`src/rtl/uart_tx_fifo_if.sv`:
```
// Byte-strobe interface between a *_ctrl producer and the buffered UART transmitter.
// The producer (master) drives byte and strobe; the transmitter (slave) reports FIFO and line status.
interface uart_tx_fifo_if;
    logic [7:0] pi_data;
    logic       pi_flag;
    logic       fifo_full;
    logic       busy;
    logic       ovf;

    modport master (
        output pi_data,
        output pi_flag,
        input  fifo_full,
        input  busy,
        input  ovf
    );

    modport slave (
        input  pi_data,
        input  pi_flag,
        output fifo_full,
        output busy,
        output ovf
    );
endinterface

```
`src/rtl/uart_tx_fifo.sv`:
```
// Buffered UART transmitter: byte FIFO feeding an LSB-first 8N1 serialiser.
// Define UART_TX_PARITY_EN to insert an even-parity bit after the data (8E1).
module uart_tx_fifo #(
    parameter int UART_BPS   = 9600,
    parameter int CLK_FREQ   = 50_000_000,
    parameter int FIFO_DEPTH = 16
) (
    input  logic          sys_clk,
    input  logic          sys_rst_n,
    uart_tx_fifo_if.slave bus,
    output logic          tx
);

    localparam int BAUD_CNT_MAX = CLK_FREQ / UART_BPS;
    localparam int BW           = (BAUD_CNT_MAX > 1) ? $clog2(BAUD_CNT_MAX) : 1;
    localparam int AW           = $clog2(FIFO_DEPTH);

    typedef enum logic [2:0] {
        S_IDLE,
        S_START,
        S_DATA,
`ifdef UART_TX_PARITY_EN
        S_PARITY,
`endif
        S_STOP
    } state_t;

    state_t          state, state_nxt;
    logic [BW-1:0]   baud_cnt;
    logic [2:0]      bit_cnt;
    logic [7:0]      shift;
    logic            baud_end;

    logic [7:0]      mem [FIFO_DEPTH];
    logic [AW-1:0]   wr_ptr, rd_ptr;
    logic [AW:0]     count, count_nxt;
    logic            full, empty, push, pop;

    assign full     = (count == (AW+1)'(FIFO_DEPTH));
    assign empty    = (count == '0);
    assign baud_end = (baud_cnt == BW'(BAUD_CNT_MAX - 1));

    // A write may still land on a full FIFO when the transmitter pops in the same cycle.
    assign push = bus.pi_flag && (!full || pop);
    assign bus.fifo_full = full;

    always_comb begin
        count_nxt = count;
        case ({push, pop})
            2'b10:   count_nxt = count + 1'b1;
            2'b01:   count_nxt = count - 1'b1;
            default: count_nxt = count;
        endcase
    end

    // NOTE: the storage array has no reset; occupancy is tracked by count and pointers alone.
    always_ff @(posedge sys_clk) begin
        if (push) mem[wr_ptr] <= bus.pi_data;
    end

    // NOTE: state is updated with <= so every register samples pre-edge values.
    always_ff @(posedge sys_clk or negedge sys_rst_n) begin
        if (!sys_rst_n) begin
            wr_ptr  <= '0;
            rd_ptr  <= '0;
            count   <= '0;
            bus.ovf <= 1'b0;
        end else begin
            if (push) wr_ptr <= wr_ptr + 1'b1;
            if (pop)  rd_ptr <= rd_ptr + 1'b1;
            count   <= count_nxt;
            bus.ovf <= bus.pi_flag && full && !pop;
        end
    end

    // NOTE: defaults first so no path through the case leaves a signal unassigned.
    always_comb begin
        state_nxt = state;
        pop       = 1'b0;
        case (state)
            S_IDLE: begin
                if (!empty) begin
                    pop       = 1'b1;
                    state_nxt = S_START;
                end
            end
            S_START: if (baud_end) state_nxt = S_DATA;
            S_DATA: begin
                if (baud_end && bit_cnt == 3'd7) begin
`ifdef UART_TX_PARITY_EN
                    state_nxt = S_PARITY;
`else
                    state_nxt = S_STOP;
`endif
                end
            end
`ifdef UART_TX_PARITY_EN
            S_PARITY: if (baud_end) state_nxt = S_STOP;
`endif
            S_STOP: begin
                if (baud_end) begin
                    if (!empty) begin
                        pop       = 1'b1;
                        state_nxt = S_START;
                    end else begin
                        state_nxt = S_IDLE;
                    end
                end
            end
            default: state_nxt = S_IDLE;
        endcase
    end

    always_ff @(posedge sys_clk or negedge sys_rst_n) begin
        if (!sys_rst_n) begin
            state    <= S_IDLE;
            baud_cnt <= '0;
            bit_cnt  <= '0;
            shift    <= '0;
            bus.busy <= 1'b0;
        end else begin
            state <= state_nxt;
            if (state == S_IDLE || state_nxt != state || baud_end)
                baud_cnt <= '0;
            else
                baud_cnt <= baud_cnt + 1'b1;
            if (state != S_DATA)
                bit_cnt <= '0;
            else if (baud_end)
                bit_cnt <= bit_cnt + 1'b1;
            if (pop)
                shift <= mem[rd_ptr];
            else if (state == S_DATA && baud_end)
                shift <= {1'b0, shift[7:1]};
            bus.busy <= (state_nxt != S_IDLE) || (count_nxt != '0);
        end
    end

`ifdef UART_TX_PARITY_EN
    logic parity_bit;

    always_ff @(posedge sys_clk or negedge sys_rst_n) begin
        if (!sys_rst_n)
            parity_bit <= 1'b0;
        else if (pop)
            parity_bit <= ^mem[rd_ptr];
    end
`endif

    // tx follows the state one clock later, so the start bit appears two edges after the write.
    always_ff @(posedge sys_clk or negedge sys_rst_n) begin
        if (!sys_rst_n) begin
            tx <= 1'b1;
        end else begin
            case (state)
                S_START:  tx <= 1'b0;
                S_DATA:   tx <= shift[0];
`ifdef UART_TX_PARITY_EN
                S_PARITY: tx <= parity_bit;
`endif
                default:  tx <= 1'b1;
            endcase
        end
    end

endmodule

```
`src/flat_wrapper.sv`:
```
// flat-port wrapper written by rule: the top's interface ports become plain ports
module uart_tx_fifo_flat 
#(
    parameter int UART_BPS   = 9600,
    parameter int CLK_FREQ   = 50_000_000,
    parameter int FIFO_DEPTH = 16
)
  (sys_clk, sys_rst_n, tx, bus_pi_data, bus_pi_flag, bus_fifo_full, bus_busy, bus_ovf);
  uart_tx_fifo_if bus_i ();
  input  logic sys_clk;
  input  logic sys_rst_n;
  output logic tx;
  input wire logic [$bits(bus_i.pi_data)-1:0] bus_pi_data;
  input wire logic [$bits(bus_i.pi_flag)-1:0] bus_pi_flag;
  output wire logic [$bits(bus_i.fifo_full)-1:0] bus_fifo_full;
  output wire logic [$bits(bus_i.busy)-1:0] bus_busy;
  output wire logic [$bits(bus_i.ovf)-1:0] bus_ovf;
  assign bus_i.pi_data = bus_pi_data;
  assign bus_i.pi_flag = bus_pi_flag;
  assign bus_fifo_full = bus_i.fifo_full;
  assign bus_busy = bus_i.busy;
  assign bus_ovf = bus_i.ovf;
  uart_tx_fifo #(.UART_BPS(UART_BPS), .CLK_FREQ(CLK_FREQ), .FIFO_DEPTH(FIFO_DEPTH)) u_core (.sys_clk(sys_clk), .sys_rst_n(sys_rst_n), .bus(bus_i), .tx(tx));
endmodule
```
`config.mk`:
```
export PLATFORM = sky130hd
export DESIGN_NAME = uart_tx_fifo_flat
export DESIGN_NICKNAME = d
export VERILOG_FILES = /design/src/rtl/uart_tx_fifo_if.sv /design/src/rtl/uart_tx_fifo.sv /design/src/flat_wrapper.sv
export SDC_FILE = /design/constraint.sdc
export NUM_CORES = 1
export LEC_CHECK = 0
export ABC_AREA = 1
export CAP_MARGIN = 5
export CORE_MARGIN = 2
export CORE_UTILIZATION = 59
export DETAILED_ROUTE_END_ITERATION = 7
export DONT_BUFFER_PORTS = 1
export PLACE_DENSITY = 0.81
export SYNTH_ARGS = -nofsm -noshare
export SYNTH_HDL_FRONTEND = slang
export SYNTH_SLANG_ARGS = --single-unit
```
`constraint.sdc`:
```
create_clock -name sys_clk -period 2.97 [get_ports sys_clk]
set_input_delay 0.4455 -clock sys_clk [delete_from_list [all_inputs] [get_ports sys_clk]]
set_output_delay 0.4455 -clock sys_clk [all_outputs]
set_load 0.01 [all_outputs]
```
# [After elaboration in Yosys (flattened, before gate mapping)]
# Memory sizes are Yosys's and may differ from the RTL's.
# Cells that the tools add are included.
[totals] register_bits=43 mem_bits_rw=128 in_bits=11 output_inout_bits=4 wordCells=62 memories=1
[memory_table] memory="u_core.mem" words=16 word_bits=8 rd=1 rd_ports_with_merged_regs=0 wr=1 line_no="uart_tx_fifo.sv:34" text="logic [7:0] mem [FIFO_DEPTH];"
[op_classes] addsub=6 eq_ne=10 muxes=18 reduce_logical=17
[op_table] operator="3-bit two-way mux" count=6
[op_table] operator="8-bit two-way mux" count=2
[op_table] operator="13-bit by 1-bit adder with 13-bit output (second input constant)" count=1
[op_table] operator="13-bit equality test (second input constant)" count=1
[op_table] operator="13-bit two-way mux" count=1
[op_table] operator="3-bit one-hot mux with 4 select lines" count=1
[op_table] operator="5-bit one-hot mux with 2 select lines" count=1
[op_table] operator="4-bit by 1-bit adder with 4-bit output (second input constant)" count=2
[op_table] operator="3-bit by 2-bit equality test with 1-bit output (second input constant)" count=2
[op_table] operator="5-bit by 1-bit adder with 5-bit output (second input constant)" count=1
[op_table] operator="5-bit equality test (second input constant)" count=1
[op_table] operator="1-bit logical AND" count=5
[op_table] operator="5-bit logical NOT" count=1
[op_table] operator="1-bit two-way mux" count=5
[op_table] operator="5-bit nonzero test" count=1
[op_table] operator="5-bit by 1-bit subtractor with 5-bit output (second input constant)" count=1
[op_table] operator="1-bit logical OR" count=4
[op_table] operator="1-bit one-hot mux with 2 select lines" count=2
[op_table] operator="2-bit nonzero test" count=2
[op_table] operator="3-bit by 1-bit adder with 3-bit output (second input constant)" count=1
[op_table] operator="3-bit by 1-bit equality test with 1-bit output (second input constant)" count=1
[op_table] operator="3-bit equality test (second input constant)" count=1
[op_table] operator="3-bit logical NOT" count=1
[op_table] operator="3-bit by 2-bit inequality test with 1-bit output (second input constant)" count=1
[op_table] operator="5 further kinds" count=6

# [Longest topological paths before layout]
[logic_depth] word_depth=10 mapped_depth=19 ltp_nobuf=19

# [Least setup slack after synthesis]
# No wires, ideal clock.
[synth_path] kind="register to register" from="register u_core.baud_cnt[0]" to="memory u_core.mem[0][0], enable pin" setup_ns=0.370 arrival_time_ns=1.931 t_required_ns=2.600 setup_slack_ns=0.669 path_stages_with_launch=13 path_buffers=1 period_less_slack_ns=2.301 path_cell_list="dfrtp_1 > ha_1 > nand2_1 > nor2_2 > nand3_4 > nand2_4 > nand3_2 > buf_2 > nand2_2 > nand2_2 > clkinv_2 > nand2_1 > nor2_1"
[synth_between] elab_chain_cells=7
[synth_lines] item="start: declaration" line_no="uart_tx_fifo.sv:29" text="logic [BW-1:0] baud_cnt;"
[synth_lines] item="start signal: assignment" line_no="uart_tx_fifo.sv:126" text="baud_cnt <= baud_cnt + 1'b1;"
[synth_lines] item="13-bit equality test" line_no="uart_tx_fifo.sv:41" text="assign baud_end = (baud_cnt == BW'(BAUD_CNT_MAX - 1));"
[synth_lines] item="1-bit two-way mux" line_no="uart_tx_fifo.sv:101" text="if (baud_end) begin"
[synth_lines] item="1-bit one-hot mux with 2 select lines" line_no="uart_tx_fifo.sv:80" text="case (state)"
[synth_lines] item="1-bit logical OR" line_no="uart_tx_fifo.sv:44" text="assign push = bus.pi_flag && (!full || pop);"
[synth_lines] item="1-bit logical AND" line_no="uart_tx_fifo.sv:44"
[synth_lines] item="1-bit two-way mux" line_no="uart_tx_fifo.sv:58" text="if (push) mem[wr_ptr] <= bus.pi_data;"
[synth_lines] item="1-bit two-way mux (not written as such)" line_no="uart_tx_fifo.sv:58"
[synth_lines] item="end: declaration" line_no="uart_tx_fifo.sv:34"
# Every way passes these cells.

# [Worst setup path in the final report]
[layout_path] from="register u_core.baud_cnt[0]" to="memory u_core.mem[13][7], enable pin"
# The elaborated chain is that of the path after synthesis.

==> impl_metrics.toml <==
[yosys]
yosysSeqAreaShare_pct = 66.7
yosysTopAreaCell = "edfxtp_1"
synth.net_count = 667
yosysWarnings = 0
synth_flop_cell = "edfxtp_1"
yosysMostFrequentCell = "edfxtp_1"
synthDominantCellAreaShare_pct = 52.1
synth_cells = 647
avgSynthCellArea_um2 = 11.4
ys_seq_elements = 171
ys_types = 40
synth-edff-count = 128
syn_area_um2 = 7380
async_flop_share_pct = 25.1
synthTopCellsByCount = "128 x edfxtp_1, 101 x nor2_1, 85 x nand2_1"
yosys-top-cells-area = "edfxtp_1 52%, dfrtp_1 14%, nor2_1 5.1%"

[power]
ir_drop_v = 0.000597
pwr-share-comb_pct = 31.8
net-switching-power_mw = 2.73
seq_power_share_pct = 42.0
leakage_nw = 3.06
powerDensity_nw_per_um2 = 921
p_total_mw = 7.54
p_int_mw = 4.82
clockPowerShare_pct = 26.2
swShare_pct = 36.2

[floorplan]
dieArea_um2 = 13400
boundaryPins = 15
start_util_pct = 60.9
rows = 40
die_h_um = 116
die_w_um = 116
coreArea_um2 = 12100

[route]
drtIter0Drc = 675
detail_route.wl_per_cell_um = 18.7
via_per_inst = 5.93
ant_nets = 0
routed_wl_mm = 15.7
num_vias = 4991
dr.pass1.iters = 6
drc_errors = 0

[sta]
rsz0062_at_grt = "false"
finalCritPeriodShare_pct = 88.8
setup_viol = 0
worst_pin_slew_ps = 797
fmax_mhz = 379
finalClockSkew_ps = 5.72
period_needed_ps = 2640
max-slew-margin-rel_pct = 46.9
timing_hold_violations_final = 0
drv_slew = 0
tns_ps = 0

[cts]
clkTransAtPathRegs_ps = 60
cts.sinks = 171
cts_buffer_depth = 2
htree_num_levels = 4
cts_root_buf = "clkbuf_16"
clkLatencyLatePin_ps = 420
cts_buffers = 17
tritoncts = "yes"
cts_setup_buffers = 0

[place]
place_hpwl_mm = 10.1
routabilityCongestion = 0.898
place_inst = 809
numPortBuffers = 0

[grt]
antenna_found_initial = 0
grt_pass1_vias = 4906
grt_max_degree = 67
grt_pass1_wl_mm = 25.3
grt.overflow.total = 0
grt_use_total_pct = 25.5

[final_layout]
drive_gt1_share_pct = 11.3
finalNonFillerCells = 842
post-route-util_pct = 67.6
syn_to_final_growth_pct = 11.0
finalNetCount = 682
antennaDiodeCount = 0

[setup_path]
path_class = "reg2reg"
worstPathRequired_ps = 3030
end_kind = "register"
cp-start-kind = "register"
path_max_fanout = 12
cp_data_arrival_time_ps = 2690

[run_status]
status = "completed"

[run]
max_cap_viol_count = 0

[min_path]
min_path_type = "in2reg"
==> registers in the layout, indices dropped and copies added (netlist names) <==
signal           cells
u_core.mem         128
u_core.baud_cnt     13
u_core.shift         8
u_core.count         5
u_core.rd_ptr        4
u_core.wr_ptr        4
u_core.bit_cnt       3
u_core.state         3
u_core.bus.busy      1
u_core.bus.ovf       1
u_core.tx            1
==> cell families (layout without fill, tap and decap cells) <==
group / count (synthesis) / after routing / synth area share, %
AND/OR/NAND/NOR: 252 / 252 / 15.6
flip-flops: 171 / 171 / 66.7
AO/OA/AOI/OAI: 130 / 130 / 10.9
buffers and inverters: 72 / 99 / 3.87
XOR/XNOR: 12 / 12 / 1.42
adder cells (fa/ha/maj): 9 / 9 / 1.53
other: 1 / 1 / 0.0508
==> per-layer routing <==
layer | GRT usage [%] | wire, um
met5 | 0 | 0
met4 | 11.9 | 522
met3 | 6.80 | 1260
met2 | 40.3 | 7610
met1 | 33.3 | 6350
==> area by class of cell <==
type / count / area (um2)
fillers: 846 / 3920
multi-input cells: 404 / 2180
clock buffers: 22 / 444
clock inverters: 9 / 75.1
inverters: 44 / 166
flip-flops and latches: 171 / 4920
repair buffers: 24 / 195
well taps: 168 / 210
==> through the flow <==
stage	hold slack, ps	setup WS, ps	instance area [um2]
finish	113	334	8190
global route	95.7	71.6	8190
CTS	102	254	8190
detailed placement	151	289	7640
global placement	151	491	7640
floorplan	150	669	7380
==> power by group through the flow <==
stage	registers (mW)	logic [mW]	clock network (mW)
3_3_place_gp	3.19	2.23	0
2_1_floorplan	3.12	1.74	0
4_1_cts	3.16	2.36	1.99
5_1_grt	3.20	2.65	2.10
3_5_place_dp	3.20	2.31	0
6_report	3.17	2.40	1.98
==> worst paths after layout <==
kind | from | endpoint | slack, ps | cells past startpoint
worst max-delay path | u_core.baud_cnt[0] | u_core.mem[13][7] | 330 | 11
worst min-delay path | bus_pi_data[2] | u_core.mem[0][2] | 110 | 0
worst max register to register | u_core.baud_cnt[0] | u_core.mem[13][7] | 330 | 11
worst min register to register | u_core.baud_cnt[0] | u_core.baud_cnt[0] | 470 | 1
max in group asynchronous | sys_rst_n | u_core.tx | 2210 | 2
min in group asynchronous | sys_rst_n | u_core.bus.ovf | 500 | 2
==> worst max-delay path, cell delays in order, from the launching register on <==
cell,delay (ps)
dfrtp_1,370
ha_1,210
nand2_1,110
nor2_2,190
nand3_4,120
nand2_4,110
nand3_2,230
nand2_2,150
nand2_2,80
clkinv_2,100
nand2_1,100
nor2_1,480
==> layout by cell type, fill, tap and decap left out, types with 7 or more instances in the layout <==
master and n:
edfxtp_1 128, clkbuf_16 17, o211ai_1 20, ha_1 9, inv_1 40, o22ai_1 13, a21oi_1 10, nor2_2 7
nand2_1 85, buf_4 22, o21ai_0 62, nand3_1 34, nor2_1 100, xor2_1 12, o221ai_1 15, dfrtp_1 41
==> timing repair <==
item                                    in CTS  in global routing
hold endpoints to repair                    43                  0
hold buffers                                 2                  0
endpoints found under the setup margin       0                  8
resized for setup                            0                  1
(Power assumes the default switching activity.)
